### src/rtl/wb_arbiter_pkg.sv
// Shared constants and helpers for the writeback arbiter.
// Holds the producer port indices, the x0 register index and the
// modulo-N pointer helper used by both the arbiter and the top.
package wb_arbiter_pkg;

    // Producer port indices into the src_* vectors
    localparam int WB_PORT_IP0 = 0;
    localparam int WB_PORT_IP1 = 1;
    localparam int WB_PORT_LSP = 2;

    // Architectural zero register; writes to it are dropped
    localparam logic [4:0] REG_ZERO = 5'd0;

    // (base + off) mod nport, valid when base < nport and off < nport
    function automatic int wrap_idx(input int base, input int off, input int nport);
        int sum;
        sum = base + off;
        if (sum >= nport) begin
            sum = sum - nport;
        end else begin
            sum = sum;
        end
        return sum;
    endfunction

endpackage

### src/rtl/wb_arbiter_rr_arbiter.sv
// Combinational round-robin arbiter.
// Scans requests starting at ptr and wrapping; the first one found wins.
// Returns a one-hot grant, its encoded index and an any-grant flag.
// Kept generic so the issue-side select can reuse it.
module rr_arbiter
    import wb_arbiter_pkg::*;
#(
    parameter int NPORT = 3,
    parameter int IDX_W = (NPORT > 1) ? $clog2(NPORT) : 1
) (
    input  logic [NPORT-1:0] req,
    input  logic [IDX_W-1:0] ptr,
    output logic [NPORT-1:0] gnt,
    output logic [IDX_W-1:0] idx,
    output logic             any
);

    // Priority scan from ptr; only the first valid candidate is granted
    always_comb begin
        gnt = '0;
        idx = '0;
        any = 1'b0;
        for (int k = 0; k < NPORT; k++) begin
            int cand;
            cand = wrap_idx(int'(ptr), k, NPORT);
            if (!any && req[cand]) begin
                gnt[cand] = 1'b1;
                idx       = IDX_W'(cand);
                any       = 1'b1;
            end else begin
                any = any;
            end
        end
    end

endmodule

### src/rtl/wb_arbiter.sv
// Writeback stage: round-robin selects one completed result per cycle,
// drives the register-file write port and scoreboard clear, and counts
// retired instructions in minstret.
// Optional build macro WB_TRACE_EN adds a registered retire-trace port set.
module wb_arbiter
    import wb_arbiter_pkg::*;
#(
    parameter int NPORT = 3,
    parameter int CNT_W = 64
) (
    input  logic                  clk,
    input  logic                  rst,
    input  logic [NPORT-1:0]      src_valid,
    output logic [NPORT-1:0]      src_ready,
    input  logic [5*NPORT-1:0]    src_dst,
    input  logic [64*NPORT-1:0]   src_result,
    input  logic [64*NPORT-1:0]   src_pc,
    input  logic [NPORT-1:0]      src_wb_en,
    output logic                  rf_wr_en,
    output logic [4:0]            rf_wr_id,
    output logic [63:0]           rf_wr_data,
    output logic                  wb_ix_clear,
    input  logic                  csr_minstret_we,
    input  logic [CNT_W-1:0]      csr_minstret_wd,
`ifdef WB_TRACE_EN
    output logic                  trace_valid,
    output logic [63:0]           trace_pc,
    output logic [4:0]            trace_dst,
    output logic                  trace_wb_en,
    output logic [63:0]           trace_data,
`endif
    output logic [CNT_W-1:0]      minstret
);

    localparam int IDX_W = (NPORT > 1) ? $clog2(NPORT) : 1;

    logic [IDX_W-1:0] rr_ptr_r;
    logic [NPORT-1:0] req_s;
    logic [NPORT-1:0] gnt_s;
    logic [IDX_W-1:0] gnt_idx_s;
    logic             gnt_any_s;
    logic [4:0]       sel_dst_s;
    logic [63:0]      sel_data_s;
    logic [63:0]      sel_pc_s;
    logic             wr_en_s;
    logic [CNT_W-1:0] minstret_r;

    // Mask requests during reset so nothing is acknowledged
    always_comb begin
        req_s = '0;
        if (rst) begin
            req_s = '0;
        end else begin
            req_s = src_valid;
        end
    end

    rr_arbiter #(
        .NPORT (NPORT),
        .IDX_W (IDX_W)
    ) u_rr_arbiter (
        .req (req_s),
        .ptr (rr_ptr_r),
        .gnt (gnt_s),
        .idx (gnt_idx_s),
        .any (gnt_any_s)
    );

    // Slice out the granted producer's payload and qualify the write
    always_comb begin
        sel_dst_s  = src_dst[int'(gnt_idx_s)*5 +: 5];
        sel_data_s = src_result[int'(gnt_idx_s)*64 +: 64];
        sel_pc_s   = src_pc[int'(gnt_idx_s)*64 +: 64];
        wr_en_s    = 1'b0;
        if (gnt_any_s && src_wb_en[gnt_idx_s] && (sel_dst_s != REG_ZERO)) begin
            wr_en_s = 1'b1;
        end else begin
            wr_en_s = 1'b0;
        end
    end

    assign src_ready   = gnt_s;
    assign rf_wr_en    = wr_en_s;
    assign wb_ix_clear = wr_en_s;
    assign rf_wr_id    = sel_dst_s;
    assign rf_wr_data  = sel_data_s;
    assign minstret    = minstret_r;

    // Round-robin pointer moves past the winner; holds when idle
    always_ff @(posedge clk) begin
        if (rst) begin
            rr_ptr_r <= '0;
        end else if (gnt_any_s) begin
            rr_ptr_r <= IDX_W'(wrap_idx(int'(gnt_idx_s), 1, NPORT));
        end else begin
            rr_ptr_r <= rr_ptr_r;
        end
    end

    // Retired-instruction counter; a CSR write overrides the same-cycle retire
    always_ff @(posedge clk) begin
        if (rst) begin
            minstret_r <= '0;
        end else if (csr_minstret_we) begin
            minstret_r <= csr_minstret_wd;
        end else if (gnt_any_s) begin
            minstret_r <= minstret_r + CNT_W'(1);
        end else begin
            minstret_r <= minstret_r;
        end
    end

`ifdef WB_TRACE_EN
    logic        trace_valid_r;
    logic [63:0] trace_pc_r;
    logic [4:0]  trace_dst_r;
    logic        trace_wb_en_r;
    logic [63:0] trace_data_r;

    // Capture each retired instruction for one cycle of trace output
    always_ff @(posedge clk) begin
        if (rst) begin
            trace_valid_r <= 1'b0;
            trace_pc_r    <= 64'd0;
            trace_dst_r   <= 5'd0;
            trace_wb_en_r <= 1'b0;
            trace_data_r  <= 64'd0;
        end else if (gnt_any_s) begin
            trace_valid_r <= 1'b1;
            trace_pc_r    <= sel_pc_s;
            trace_dst_r   <= sel_dst_s;
            trace_wb_en_r <= wr_en_s;
            trace_data_r  <= sel_data_s;
        end else begin
            trace_valid_r <= 1'b0;
            trace_pc_r    <= trace_pc_r;
            trace_dst_r   <= trace_dst_r;
            trace_wb_en_r <= trace_wb_en_r;
            trace_data_r  <= trace_data_r;
        end
    end

    assign trace_valid = trace_valid_r;
    assign trace_pc    = trace_pc_r;
    assign trace_dst   = trace_dst_r;
    assign trace_wb_en = trace_wb_en_r;
    assign trace_data  = trace_data_r;
`else
    logic unused_pc_s;
    assign unused_pc_s = ^sel_pc_s;
`endif

endmodule
### config.mk
export PLATFORM = sky130hd
export DESIGN_NAME = wb_arbiter
export DESIGN_NICKNAME = d
export VERILOG_FILES = /design/src/rtl/wb_arbiter_pkg.sv /design/src/rtl/wb_arbiter_rr_arbiter.sv /design/src/rtl/wb_arbiter.sv
export SDC_FILE = /design/constraint.sdc
export NUM_CORES = 1
export LEC_CHECK = 0
export CORE_AREA = 3 3 239 241
export CTS_CLUSTER_SIZE = 30
export DETAILED_ROUTE_END_ITERATION = 16
export DIE_AREA = 0 0 242 244
export SLEW_MARGIN = 20
export SYNTH_ARGS = -nofsm -noshare
export SYNTH_HDL_FRONTEND = slang
export SYNTH_SLANG_ARGS = --single-unit
export TNS_END_PERCENT = 30
### constraint.sdc
create_clock -name clk -period 8.8 [get_ports clk]
set_clock_uncertainty 0.05 [all_clocks]
set_input_delay 1.32 -clock clk [delete_from_list [all_inputs] [get_ports clk]]
set_output_delay 1.32 -clock clk [all_outputs]
set_load 0.1 [all_outputs]
==> results of run 1 <==
==> worst min path at each step <==
stage	startpoint	endpoint	slack, ns	cells past startpoint
6_report	minstret[50]	minstret[50]	0.48	2
5_1_grt	minstret[50]	minstret[50]	0.52	2
4_1_cts	minstret[50]	minstret[50]	0.48	2
3_5_place_dp	minstret[50]	minstret[50]	0.48	2
3_3_place_gp	minstret[50]	minstret[50]	0.46	2
2_1_floorplan	rr_ptr_r[1]	rr_ptr_r[1]	0.47	2
==> placed cells by master, fill, tap and decap left out, types with 12 or more instances in the layout <==
cell	Yosys	routed
nand4_1	12	12
nand3_1	13	13
nand2_1	134	134
nor2_1	43	43
a21oi_1	34	34
o21ai_0	88	88
dfxtp_1	66	66
mux2i_1	70	70
or3_1	12	12
inv_1	25	25
a211oi_1	20	20
xor2_1	15	15
xnor2_1	35	35
clkdlybuf4s50_1	0	413
nor4_1	12	12
nor3_1	13	13
==> power by group through the flow <==
stage | Combinational [µW] | Sequential (µW) | Clock, µW
after global routing | 1190 | 348 | 408
after CTS | 1160 | 344 | 397
final | 1140 | 345 | 384
after global placement | 1150 | 349 | 0
after detailed placement | 1150 | 351 | 0
after floorplan | 635 | 482 | 0
==> state kept, by name, summed over array words and instances (netlist names) <==
signal,flops
minstret,64
rr_ptr_r,2
==> kinds of logic (layout without fill, tap and decap cells) <==
family / count (synthesis) / after routing / share of synthesized area, %
AND/OR/NAND/NOR: 276 / 276 / 24.6
AO/OA/AOI/OAI: 187 / 187 / 21.4
buffers and inverters: 81 / 469 / 6.08
multiplexers: 74 / 74 / 13.9
flip-flops: 66 / 66 / 24.7
XOR/XNOR: 50 / 50 / 8.19
adder cells (fa/ha/maj): 5 / 5 / 1.17
other: 0 / 11 / 0
==> stage by stage <==
stage	cells	hold WS [ns]	utilization [%]	worst slack, ns	cell area [µm²]
floorplan	739	0.468	-	1.10	5350
global placement	1859	0.456	18.8	1.57	10300
detailed placement	1859	0.476	18.8	1.54	10300
CTS	1875	0.484	19.3	1.54	10700
global route	1879	0.520	19.4	1.46	10700
finish	1886	0.481	19.4	1.61	10700
==> area by class of cell <==
class / count / area share, %
Antenna cell: 11 / 0.258
Inverter: 26 / 0.914
Tap cell: 748 / 8.76
Clock buffer: 10 / 2.24
Timing Repair Buffer: 427 / 40.0
Clock inverter: 6 / 0.621
Sequential cell: 66 / 12.4
Multi-Input combinational cell: 592 / 34.8
==> routing by layer <==
layer  track usage [%]  part of all wire, %  up-vias
met2              20.2                   43      419
li1                  -                    -     3411
met1              15.7                   41     3230
met4              3.13                  2.2       28
met3              6.67                   13       72
met5                 0                 0.48        -
==> critical path, cell delays in order <==
cell and delay (ns):
clkdlybuf4s50_1 0.50, mux2_1 0.36, a222oi_1 0.44, nand3_1 0.24, a21oi_4 0.60, buf_12 0.34
mux2i_1 0.61, o21ai_0 0.29, clkdlybuf4s50_1 1.05
==> results.yml, run 1 <==
status:
  status: "complete, no violations"
yosys:
  avgSynthCellArea_um2: 7.24
  synth.distinct_cells: 56
  synth_top_cell_area_share_pct: 24.7
  syn_inst: 739
  synthTopCellsByCount: "nand2_1, o21ai_0, mux2i_1, dfxtp_1, nor2_1"
  synthTopCellsByArea: "dfxtp_1, mux2i_1, nand2_1"
  ys_ff_latch: 66
  synth_nets: 1216
  synth_edf_count: 0
  async_flop_share_pct: 0
  seq_area_frac_synth_pct: 24.7
  synth_ff_type: "dfxtp_1"
  yosys_warnings: 0
  syn_area_um2: 5350
  yosysMostFrequentCell: "nand2_1"
  yosysTopAreaCell: "dfxtp_1"
power:
  irDropWorstVdd_uv: 132
  clkPwrFrac_pct: 20.5
  comb_power_share_pct: 61.0
  p_sw_share_pct: 53.6
  p_sw_uw: 1000
  finalPower_uw: 1870
  powerDensity_nw_per_um2: 175
  power_leakage_uw: 0.00343
  seq_power_share_pct: 18.4
  intPower_uw: 868
run:
  max_cap_violations: 0
drt:
  route.detailed.drc: 0
  route.vias.total: 7160
  ant_nets: 0
  wirelength_mm: 40.2
  drtIter0Drc: 347
  routed_via_density: 3.80
  dr.pass1.iters: 5
  wl_per_cell_um: 21.3
layout:
  nets: 1599
  seq_area_um2: 1320
  multiInputGateArea_um2: 3720
  drive_gt1_share_pct: 3.64
  final.fill_count: 6235
  area_delta_synth_final_pct: 99.6
die:
  chipWidth_um: 242
  rows: 86
  start_util_pct: 9.71
  fp.dieH_um: 244
  io_pins: 610
  fp.coreArea_um2: 55100
  fp.dieArea_um2: 59000
sta:
  fin_tns_setup_ns: 0
  rsz0062_at_grt: "false"
  worst-slew-pin-transition_ns: 1.14
  setup_violations: 0
  period_minus_slack_ns: 7.19
  fmaxAchievable_mhz: 139
  hold_viol_final: 0
  finalCritPeriodShare_pct: 81.7
  drv_slew: 0
  slew_headroom_pct: 23.6
setup_path:
  rr_worst_depth: 9
  critPathLaunch: "src_valid[2]"
  arrival_ns: 5.82
  reg2reg_from: "rr_ptr_r[0]"
  crit_required_ns: 7.43
  reg2reg_slack_ns: 5.07
  regToRegEndpoint: "minstret[63]"
  critPathCaptureType: "output port"
  critical_path.max_fanout: 37
  critical_path_class: "in -> out"
  start_kind: "primary input"
  endpoint: "rf_wr_data[4]"
clock_tree:
  clk_pin_slew_ns: 0.06
  h-tree-depth: 3
  clk_latency_ns: 0.34
  holdBufCountCts: 0
  root_buffer: "clkbuf_16"
  ctsResizeCount: 0
  cts_inserted_buffers: 9
  post_cts_buffers: 0
  clock_sinks: 66
  cts_max_path_buffers: 2
  cts_tree: "yes"
place:
  hpwl_mm: 34.5
  place.gp.congestion: 0.866
  port_buffers: 417
global_routing:
  antenna_found_initial: 48
  grt_pass1_vias: 6917
  grt-ovfl-total: 0
  grt_pass1_wl_mm: 53.8
  grt_start_max_net_pins: 139
  gr-usage-all-layers_pct: 12.9
worst_hold_path:
  hold_class: "reg -> reg"
Note: power is estimated with default switching activity, not from simulation.
==> inputs of run 2 (changes only) <==
clock period = 6.6 ns   (was 8.8 ns; I/O delays follow)
==> results.yml, run 2 (synthesis gave the netlist of run 1 again) <==
sta:
  finalCritPeriodShare_pct: 87.3
  rsz0062_at_grt: "false"
  fmaxAchievable_mhz: 173
  slew_headroom_pct: 25.8
  period_minus_slack_ns: 5.76
  setup_violations: 0
  timing.hold.ws_ns: 0.479
  fin_tns_setup_ns: 0
  drv_slew: 0
  hold_viol_final: 0
  worst-slew-pin-transition_ns: 1.11
layout:
  final_area_um2: 10800
  final_common_cell: "clkdlybuf4s50_1"
  nets: 1605
  largest_register_ffs: 64
  final_core_util_pct: 19.6
  area_delta_synth_final_pct: 102
  mostFrequentLayoutCells: "clkdlybuf4s50_1, nand2_1, o21ai_0, mux2i_1, buf_4"
  drive_gt1_share_pct: 10.2
power:
  irDropWorstVdd_uv: 212
  seq_power_share_pct: 18.0
  intPower_uw: 1220
  p_sw_uw: 1340
  clkPwrFrac_pct: 21.0
  finalPower_uw: 2550
  comb_power_share_pct: 61.0
  power_leakage_uw: 0.00361
  p_sw_share_pct: 52.3
  powerDensity_nw_per_um2: 237
setup_path:
  arrival_ns: 4.72
  crit_required_ns: 5.56
  start_kind: "primary input"
  critPathCaptureType: "output port"
  reg2reg_from: "rr_ptr_r[0]"
  critPathLaunch: "src_valid[2]"
  critical_path_class: "in -> out"
  critical_path.max_fanout: 47
global_routing:
  grt_pass1_vias: 7020
  grt_start_max_net_pins: 67
  grt_pass1_wl_mm: 53.3
  gr-usage-all-layers_pct: 12.9
  grt-ovfl-total: 0
  antenna_found_initial: 42
die:
  start_util_pct: 9.71
  chipWidth_um: 242
  rows: 86
  fp.dieH_um: 244
  io_pins: 610
  fp.dieArea_um2: 59000
  fp.coreArea_um2: 55100
run:
  max_cap_violations: 0
place:
  placed_area_um2: 10400
  port_buffers: 417
  place.gp.congestion: 0.853
  hpwl_mm: 34.8
drt:
  route.vias.total: 7234
  route.detailed.drc: 0
  wl_per_cell_um: 21.3
  routed_via_density: 3.82
  wirelength_mm: 40.3
  dr.pass1.iters: 5
  ant_nets: 0
  drtIter0Drc: 287
status:
  status: "complete, no violations"
clock_tree:
  root_buffer: "clkbuf_16"
  cts_tree: "yes"
  clock_sinks: 66
  clk_latency_ns: 0.35
  cts_max_path_buffers: 2
  holdBufCountCts: 0
  clk_pin_slew_ns: 0.05
  post_cts_buffers: 0
  h-tree-depth: 3
  ctsResizeCount: 0
  cts_inserted_buffers: 9
worst_hold_path:
  min_from: "minstret[53]"
  hold_class: "reg -> reg"
## run 2: cell types whose count changed in the layout (fill, tap and decap cells not counted), moves of 2 or more
cell and change:
clkdlybuf4s50_1 -70, diode_2 +3, clkinvlp_4 -2, buf_12 +17, buf_4 +59
## run 2: layout make-up
type | instances | area [µm²]
tap | 748 | 936
clock buffer | 11 | 243
inverter | 26 | 97.6
antenna | 14 | 35.0
sequential | 66 | 1320
timing repair buffer | 433 | 4360
multi-input combinational | 592 | 3720
fill | 6221 | 44300
clock inverter | 5 | 77.6
## run 2: worst max-delay path, stage by stage
cell and delay (ns):
clkdlybuf4s50_1 0.51, mux2_1 0.36, a222oi_1 0.36, buf_4 0.26
nand3_1 0.19, a21oi_4 0.34, buf_12 0.35, mux2_2 0.43
a211o_1 0.35, o31a_1 0.34, buf_12 0.21
## run 2: path summary, 6_finish.rpt
path / end / slack (ns) / cells after the start
max: wb_ix_clear / 0.84 / 11
min reg2reg: minstret[53] / 0.48 / 2
min: minstret[53] / 0.48 / 2
max reg2reg: minstret[63] / 2.79 / 9
## run 2: power by group through the flow
stage	registers (µW)	logic (µW)	clock network (µW)
final	459	1560	537
after floorplan	642	847	0
after global placement	466	1570	0
after global routing	463	1620	568
after detailed placement	467	1570	0
after CTS	459	1570	557
## run 2: per-layer routing
metal / GRT usage [%] / share of wire (%) / wire (µm) / vias up
met5: 0 / 0.37 / 148 / -
met4: 4.84 / 2.3 / 931 / 22
met3: 7.66 / 15 / 5920 / 63
met2: 19.3 / 43 / 17300 / 408
met1: 15.1 / 40 / 16000 / 3312
li1: - / - / - / 3429
## run 2: per-stage QoR
| step | setup slack, ns | std cells |
|---|---|---|
| finish | 0.835 | 1895 |
| CTS | 0.801 | 1881 |
| global route | 0.604 | 1886 |
| floorplan | 0.387 | 739 |
| detailed placement | 0.813 | 1865 |
| global placement | 0.852 | 1865 |
